## src/rtl/pdm_sched_pkg.sv

```systemverilog
// pdm_sched_pkg: shared types and constants for the PDM capture scheduler.
package pdm_sched_pkg;
   typedef enum logic [1:0] {IDLE, WAIT, ISSUE} state_e;
   typedef struct packed {
      logic [1:0]  ch;
      logic [15:0] data;
   } fifo_entry_t;
   localparam logic [7:0] MIN_DIV = 8'd1;
endpackage

```

## src/rtl/pdm_sched_fifo.sv

```systemverilog
// pdm_sched_fifo: output sample FIFO; read side shows zero when empty.
module pdm_sched_fifo import pdm_sched_pkg::*; #(
   parameter int DEPTH = 4
) (
   input  logic        clk_i,
   input  logic        rst_i,
   input  logic        clr_i,
   input  logic        wr_i,
   input  fifo_entry_t wdata_i,
   input  logic        rd_i,
   output fifo_entry_t rdata_o,
   output logic        full_o,
   output logic        empty_o
);
   localparam int AW = $clog2(DEPTH);
   localparam logic [AW:0] ONE = 1;
   logic [AW:0] wptr_q, rptr_q;
   fifo_entry_t mem_q [DEPTH];
   assign empty_o = wptr_q == rptr_q;
   assign full_o  = (wptr_q[AW] != rptr_q[AW]) && (wptr_q[AW-1:0] == rptr_q[AW-1:0]);
   assign rdata_o = empty_o ? '0 : mem_q[rptr_q[AW-1:0]];
   always_ff @(posedge clk_i) begin
      if (rst_i || clr_i) begin
         wptr_q <= '0;
         rptr_q <= '0;
      end else begin
         if (wr_i) wptr_q <= wptr_q + ONE;
         if (rd_i) rptr_q <= rptr_q + ONE;
      end
   end
   always_ff @(posedge clk_i) begin
      if (wr_i) mem_q[wptr_q[AW-1:0]] <= wdata_i;
   end
endmodule

```

## src/rtl/pdm_cic_sched.sv

```systemverilog
// pdm_cic_sched: PDM clock divider, per-channel bit capture and CIC issue
// sequencer, plus a tagged output FIFO for decimated samples.
module pdm_cic_sched import pdm_sched_pkg::*; #(
   parameter int FIFO_DEPTH = 4
) (
   input  logic        clk_i,
   input  logic        rst_i,
   input  logic        cfg_en_i,
   input  logic [7:0]  cfg_clkdiv_i,
   input  logic [1:0]  cfg_ch_num_i,
   output logic        pdm_clk_o,
   input  logic [1:0]  pdm_data_i,
   output logic        cic_en_o,
   output logic        cic_data_o,
   output logic        cic_valid_o,
   output logic [1:0]  cic_ch_o,
   input  logic        sample_valid_i,
   input  logic [15:0] sample_data_i,
   output logic        out_valid_o,
   input  logic        out_ready_i,
   output logic [15:0] out_data_o,
   output logic [1:0]  out_ch_o,
   output logic        overflow_o
);
   logic en_q, pclk_q, hi_seen_q, ovf_q;
   logic [7:0] div_q, div_max;
   logic [1:0] och_q, seq_q, seq_d;
   logic [3:0] cap_q, snap_q;
   state_e state_q, state_d;
   logic rise, tc, hi_cap, lo_cap, start, full, empty, rd, wr;
   fifo_entry_t wr_ent, rd_ent;
   assign rise    = cfg_en_i & ~en_q;
   assign div_max = (cfg_clkdiv_i < MIN_DIV) ? MIN_DIV : cfg_clkdiv_i;
   assign tc      = cfg_en_i & ~rise & (div_q == div_max);
   assign hi_cap  = tc & pclk_q;
   assign lo_cap  = tc & ~pclk_q;
   // a frame only starts once a high phase has been captured since enable
   assign start   = lo_cap & hi_seen_q;
   always_ff @(posedge clk_i) begin
      if (rst_i) begin
         en_q      <= 1'b0;
         pclk_q    <= 1'b0;
         hi_seen_q <= 1'b0;
         ovf_q     <= 1'b0;
         div_q     <= '0;
         och_q     <= '0;
         cap_q     <= '0;
         snap_q    <= '0;
         seq_q     <= '0;
         state_q   <= IDLE;
      end else begin
         en_q    <= cfg_en_i;
         state_q <= state_d;
         seq_q   <= seq_d;
         if (!cfg_en_i || rise) begin
            div_q     <= '0;
            pclk_q    <= 1'b0;
            hi_seen_q <= 1'b0;
         end else if (tc) begin
            div_q  <= '0;
            pclk_q <= ~pclk_q;
         end else begin
            div_q <= div_q + 8'd1;
         end
         if (hi_cap) begin
            cap_q[0]  <= pdm_data_i[0];
            cap_q[2]  <= pdm_data_i[1];
            hi_seen_q <= 1'b1;
         end
         if (lo_cap) begin
            cap_q[1] <= pdm_data_i[0];
            cap_q[3] <= pdm_data_i[1];
         end
         if (start) snap_q <= {pdm_data_i[1], cap_q[2], pdm_data_i[0], cap_q[0]};
         if (rise) begin
            och_q <= '0;
            ovf_q <= 1'b0;
         end else begin
            if (sample_valid_i) och_q <= (och_q == cfg_ch_num_i) ? 2'd0 : och_q + 2'd1;
            if (sample_valid_i && full && !rd) ovf_q <= 1'b1;
         end
      end
   end
   always_comb begin
      state_d = state_q;
      seq_d   = seq_q;
      if (!cfg_en_i) begin
         state_d = IDLE;
         seq_d   = '0;
      end else if (rise) begin
         state_d = WAIT;
         seq_d   = '0;
      end else if (state_q != IDLE && start) begin
         state_d = ISSUE;
         seq_d   = '0;
      end else if (state_q == ISSUE) begin
         state_d = (seq_q == cfg_ch_num_i) ? WAIT : ISSUE;
         seq_d   = (seq_q == cfg_ch_num_i) ? 2'd0 : seq_q + 2'd1;
      end
   end
   assign pdm_clk_o   = pclk_q;
   assign cic_en_o    = en_q;
   assign cic_valid_o = state_q == ISSUE;
   assign cic_ch_o    = seq_q;
   assign cic_data_o  = cic_valid_o & snap_q[seq_q];
   assign overflow_o  = ovf_q;
   assign rd          = out_valid_o & out_ready_i;
   assign wr          = sample_valid_i & (~full | rd);
   assign wr_ent      = '{ch: och_q, data: sample_data_i};
   assign out_valid_o = ~empty;
   assign out_data_o  = rd_ent.data;
   assign out_ch_o    = rd_ent.ch;
   pdm_sched_fifo #(.DEPTH(FIFO_DEPTH)) u_fifo (
      .clk_i   (clk_i),
      .rst_i   (rst_i),
      .clr_i   (rise),
      .wr_i    (wr),
      .wdata_i (wr_ent),
      .rd_i    (rd),
      .rdata_o (rd_ent),
      .full_o  (full),
      .empty_o (empty)
   );
endmodule

```

## config.mk

```make
export PLATFORM = sky130hd
export DESIGN_NAME = pdm_cic_sched
export DESIGN_NICKNAME = d
export VERILOG_FILES = /design/src/rtl/pdm_sched_pkg.sv /design/src/rtl/pdm_sched_fifo.sv /design/src/rtl/pdm_cic_sched.sv
export SDC_FILE = /design/constraint.sdc
export NUM_CORES = 1
export LEC_CHECK = 0
export ABC_AREA = 1
export CORE_UTILIZATION = 50
export DETAILED_ROUTE_END_ITERATION = 7
export PLACE_DENSITY = 0.73
export SETUP_SLACK_MARGIN = 0.4
export SYNTH_ARGS = -nofsm -noshare
export SYNTH_HDL_FRONTEND = slang
export SYNTH_SLANG_ARGS = --single-unit
```

## constraint.sdc

```tcl
create_clock -name clk_i -period 2.59 [get_ports clk_i]
set_input_delay 0.518 -clock clk_i [delete_from_list [all_inputs] [get_ports clk_i]]
set_output_delay 0.518 -clock clk_i [all_outputs]
set_load 0.01 [all_outputs]
```

After elaboration in Yosys (flattened, before gate mapping)
Memories as Yosys holds them, arrays and structs flattened. A register that Yosys moved wholly into a read port is not among the register bits.
Index checks and enable logic that the tools add are counted.
- reduce and logical (&&, ||, !) cells: 18
- add/sub/neg operators: 5
- eq/ne operators: 7
- div/mod/pow operators: 0
- bitwise operators: 16
- muxes and demuxes: 16
- multiply operators: 0
- shifts and indexed selects: 0
- magnitude comparators: 2
- operators by type and width (kind ; count):
    $mux 18 ; 1
    $mux 2 ; 7
    $and 1x1->1 ; 9
    $add 8x1->8 const B ; 1
    $eq 8x8->1 ; 1
    $lt 8x1->1 const B ; 1
    $mux 8 ; 1
    $add 3x1->3 const B ; 2
    $eq 2x2->1 ; 3
    $mux 1 ; 6
    $not 1->1 ; 6
    $reduce_bool 2->1 ; 3
    $reduce_or 2->1 ; 3
    $reduce_or 3->1 ; 2
    $add 2x1->2 const B ; 2
    $logic_and 1x1->1 ; 4
    $reduce_or 4->1 ; 1
    $eq 3x3->1 ; 1
    $lt 2x3->1 const B ; 1
    $reduce_bool 3->1 ; 1
    $bmux 1 s2 ; 1
    $eq 2x2->1 const B ; 1
    $logic_not 1->1 ; 2
    $logic_or 1x1->1 ; 2
    2 further kinds ; 2
- bits in latches: 0
- memory bits (writable): 72
- memories: 1
- register bits: 30
- word-level logic and storage cells: 78
- bits in read-only memories: 0
- memory list (name ; depth ; width ; rd ports ; clocked after memory_dff ; wr ports ; line ; RTL):
    u_fifo.mem_q ; 4 ; 18 ; 1 ; 1 ; 1 ; pdm_sched_fifo.sv:18 ; fifo_entry_t mem_q [DEPTH];

Depth between registers and ports, before layout
- word-level depth: 10
- gate-level depth with buffers: 11

By module
From an unflattened synthesis, not the netlist that was laid out.
- cell total of the unflattened synthesis: 588
- area, all modules: 4939.7 µm²
- modules (own cells, without submodules) (module ; times used ; area each (µm²) ; cells each):
    pdm_sched_fifo ; 1 ; 3643.5 ; 383
    pdm_cic_sched ; 1 ; 1296.2 ; 205

Worst setup path after synthesis
No wires, ideal clock.
- path kind: reg-to-reg
- start: register u_fifo.rptr_q[2]
- end: memory u_fifo.mem_q[0][0] (netlist bit) (enable)
- library setup time: 393 ps
- cell stages (with the launch flop): 6
- path buffers: 0
- arrival time: 1629 ps
- period minus slack after synthesis: 2021 ps
- data required time: 2197 ps
- setup slack: 569 ps
- cells stage by stage: dfxtp_1 xnor2_1 nor2_1 nand4_1 nand2_1 nor2_1
- longest elaborated chain between the ends: 7
- ends and longest elaborated chain (what ; line ; RTL):
    start, declared ; pdm_sched_fifo.sv:17 ; logic [AW:0] wptr_q, rptr_q;
    start signal, assigned ; pdm_sched_fifo.sv:28 ; if (rd_i) rptr_q <= rptr_q + ONE;
    $eq 3x3->1 / $ne 1x1->1 (equally long branches) ; pdm_sched_fifo.sv:19, pdm_sched_fifo.sv:20 ;
    $not 1->1 / $logic_and 1x1->1 (equally long branches) ; pdm_cic_sched.sv:110, pdm_sched_fifo.sv:20 ;
    $and 1x1->1 / $not 1->1 (equally long branches) ; pdm_cic_sched.sv:107, pdm_cic_sched.sv:108 ;
    $or 1x1->1 * ; pdm_cic_sched.sv:108 ; assign wr = sample_valid_i & (~full | rd);
    $and 1x1->1 * ; pdm_cic_sched.sv:108 ;
    $mux 1 * ; pdm_sched_fifo.sv:32 ; if (wr_i) mem_q[wptr_q[AW-1:0]] <= wdata_i;
    $mux 1 (implied by the code) * ; pdm_sched_fifo.sv:32 ;
    end, declared ; pdm_sched_fifo.sv:18 ;
Mark *: on every way between the ends. The rest lies on a longest branch, timed or not.

Final worst setup path
- start: register u_fifo.rptr_q[2]
- end: output out_ch_o[0]
- longest elaborated chain between the ends: 2
- ends and longest elaborated chain (what ; line ; RTL):
    $eq 3x3->1 ; pdm_sched_fifo.sv:19 ; assign empty_o = wptr_q == rptr_q;
    $mux 18 ; pdm_sched_fifo.sv:21 ; assign rdata_o = empty_o ? '0 : mem_q[rptr_q[AW-1:0]];
    end, declared ; pdm_cic_sched.sv:22 ; output logic [1:0] out_ch_o,
No other way between the ends.

==> impl_metrics.toml <==
[outcome]
status = "complete, no violations"

[pwr]
p_total_mw = 3.62
peakVddDrop_mv = 0.366
pwr_density_cell_nw_per_um2 = 608
leakagePower_nw = 2.40

[cells_and_area]
regArea_um2 = 2820
fin_cells = 660
diodes = 0
multi_input_area_um2 = 1550
fill_cells = 644
drive_above_1_share = 0.214
area_growth_pct = 32.3
final_area_um2 = 5960
fin_nets = 586

[die]
core_um2 = 8720
num_rows = 34
io_pins = 59
die_h_um = 96.9
dieArea_um2 = 9390
start_util = 0.517
die_width_um = 96.9

[route]
totalWireLength_um = 10400
wl_per_cell_um = 15.7
ant_nets = 0
first_iter_violations = 129
firstDrtPassIters = 4
viasPerCell = 5.25
vias = 3466
drcViolationCount = 0

[clocking]
clockBufferDepth = 2
h-tree-depth = 3
cts_buffers = 9
clock_latency_ps = 360
clk_pin_slew_ps = 100
cts_hold_buffers = 0
cts-root-buf = "clkbuf_8"
clock-sinks = 104
cts_tree = "yes"

[global_routing]
grt_pass1_wl_um = 16400
first_global_vias = 3420
antenna_found_initial = 0
grt_max_degree = 37
globalRoute.totalOverflow = 0
track_usage = 0.222

[hold_path]
hold_end = "overflow_o"
hold_path_class = "register to register"
hold_start = "overflow_o"
hold_path_depth = 1

[setup_path]
worstReg2RegEnd = "u_fifo.mem_q[2][0]"
r2r_cells = 7
arrival_ps = 1690
cp-start-kind = "register"
cp_max_fo = 4
r2r_start = "u_fifo.rptr_q[2]"
crit_required_ps = 2070
r2r_slack_ps = 760
end_kind = "output pin"
crit_type = "register to output pin"

[placement]
dp_hpwl_um = 5370
port_buffers = 58
postPlaceCellArea_um2 = 5280
gp_congestion = 0.813
dp.cells = 624

[sta]
rsz0062_at_grt = "yes"
clock.fmax_ghz = 0.453
fin_crit_sh = 0.851
setup_viol = 0
finalMaxSlewViolations = 0
finalHoldViolCount = 0
min_period_ps = 2210
tns_ps = 0
timing.slew.headroom = 0.539
fin_skew_ps = 11.9
worst_slew_pin_slew_ps = 685

[yosys]
synth_area_leaders = "edfxtp_1 48%, dfxtp_1 14%, nor2_1 8.2%"
synthSimpleGateAreaFrac = 0.175
synth_common_cells = "98 x nor2_1, 74 x nand2_1, 72 x edfxtp_1"
avgSynthCellArea_um2 = 9.73
synth_top_area_frac = 0.480
synth_compound_area_frac = 0.0880
synth_top_family_by_area = "simple AND/OR/NAND/NOR gates"
synthXorXnorAreaFrac = 0.0311
synth_area_um2 = 4510
yosys_register_bits = 104
ys.flop_type = "edfxtp_1"
postSynth.asyncResetShare = 0
ys_seq_area_frac = 0.622
syn-num-nets = 502
ys_warn_count = 0
synth_cell_types = 25
yosys.area_share.adder = 0.0167
netlist_instances = 463
synth_edf_count = 72
synthMuxAreaShare = 0
yosys.area.top_type = "edfxtp_1"
yosys.cell_count.top_type = "nor2_1"

[run]
max_cap_violations = 0
worst max path at each step:
stage,from,end,slack (ps),cells past startpoint
after global routing,u_fifo.rptr_q[2],out_data_o[2],300,8
final,u_fifo.rptr_q[2],out_ch_o[0],380,8
after CTS,register,out_data_o[5],300,8
after floorplan,u_fifo.rptr_q[2],u_fifo.mem_q[0][0],570,5
after detailed placement,out_ready_i,u_fifo.mem_q[2][4],370,6
after global placement,out_ready_i,u_fifo.mem_q[2][4],390,6
through the flow:
step / hold slack [ps] / util / worst slack [ps]
2_1_floorplan: 441 / - / 569
3_3_place_gp: 452 / 0.605 / 393
3_5_place_dp: 455 / 0.605 / 375
4_1_cts: 478 / 0.668 / 305
5_1_grt: 517 / 0.684 / 300
6_report: 474 / 0.684 / 385
layer usage:
layer  part of all wire  GRT usage  vias to the layer above  wire [um]
met5                  0          0                        -          0
met4              0.017     0.0964                        0        180
met3              0.068     0.0332                       15        710
met2               0.51      0.387                      133       5340
met1               0.40      0.273                     1615       4150
li1                   -          -                     1703          -
cells by family (layout without fill, tap and decap cells):
family / Yosys count / in the layout
adder cells (fa/ha/maj): 6 / 6
AO/OA/AOI/OAI: 63 / 63
AND/OR/NAND/NOR: 197 / 197
flip-flops: 104 / 104
XOR/XNOR: 16 / 16
buffers and inverters: 77 / 166
timing repair:
| action | CTS | global route |
|---|---|---|
| pin swaps | 5 | 18 |
| cloned | 6 | 1 |
| buffers inserted | 11 | 2 |
| endpoints found under the setup margin | 20 | 19 |
| resized for setup | 103 | 50 |
cell type report:
type / instances / area share
clock buffer: 9 / 0.0208
clock inverter: 7 / 0.0199
inverter: 63 / 0.0409
multi-input combinational: 282 / 0.260
sequential: 104 / 0.473
tap: 108 / 0.0227
timing repair buffer: 87 / 0.163
critical path, cell delays in order (launching register included):
cell     delay (ps)
dfxtp_4         370
xnor2_2         200
nand4_1         140
buf_6           160
buf_6           130
buf_6           120
nand2_2          60
inv_2            40
buf_6           110
power by group:
| part | switching, mW | internal, mW | total, mW |
|---|---|---|---|
| logic | 0.282 | 0.276 | 0.558 |
| registers | 0.0225 | 1.82 | 1.84 |
| clock network | 0.577 | 0.644 | 1.22 |
flip-flops by register name, summed over array words and instances, names as in the netlist, named ones only:
signal	flops
cap_q	2
cic_ch_o	2
cic_en_o	1
div_q	8
hi_seen_q	1
och_q	2
overflow_o	1
pdm_clk_o	1
snap_q	4
state_q	2
u_fifo.mem_q	72
u_fifo.rptr_q	3
u_fifo.wptr_q	3
layout by cell type (no fill, tap or decap), types with 7 or more instances in the layout:
master	count
nor2_1	87
edfxtp_1	72
nand2_1	66
inv_1	52
clkdlybuf4s50_1	38
dfxtp_1	24
o21ai_0	23
a21oi_1	15
buf_6	15
nand3_1	13
nor2_2	11
inv_2	9
o32ai_1	9
o32ai_2	9
clkbuf_8	9
nand2_2	8
xor2_1	8
buf_2	7
buf_4	7
Power figures use the tool's default switching activity.
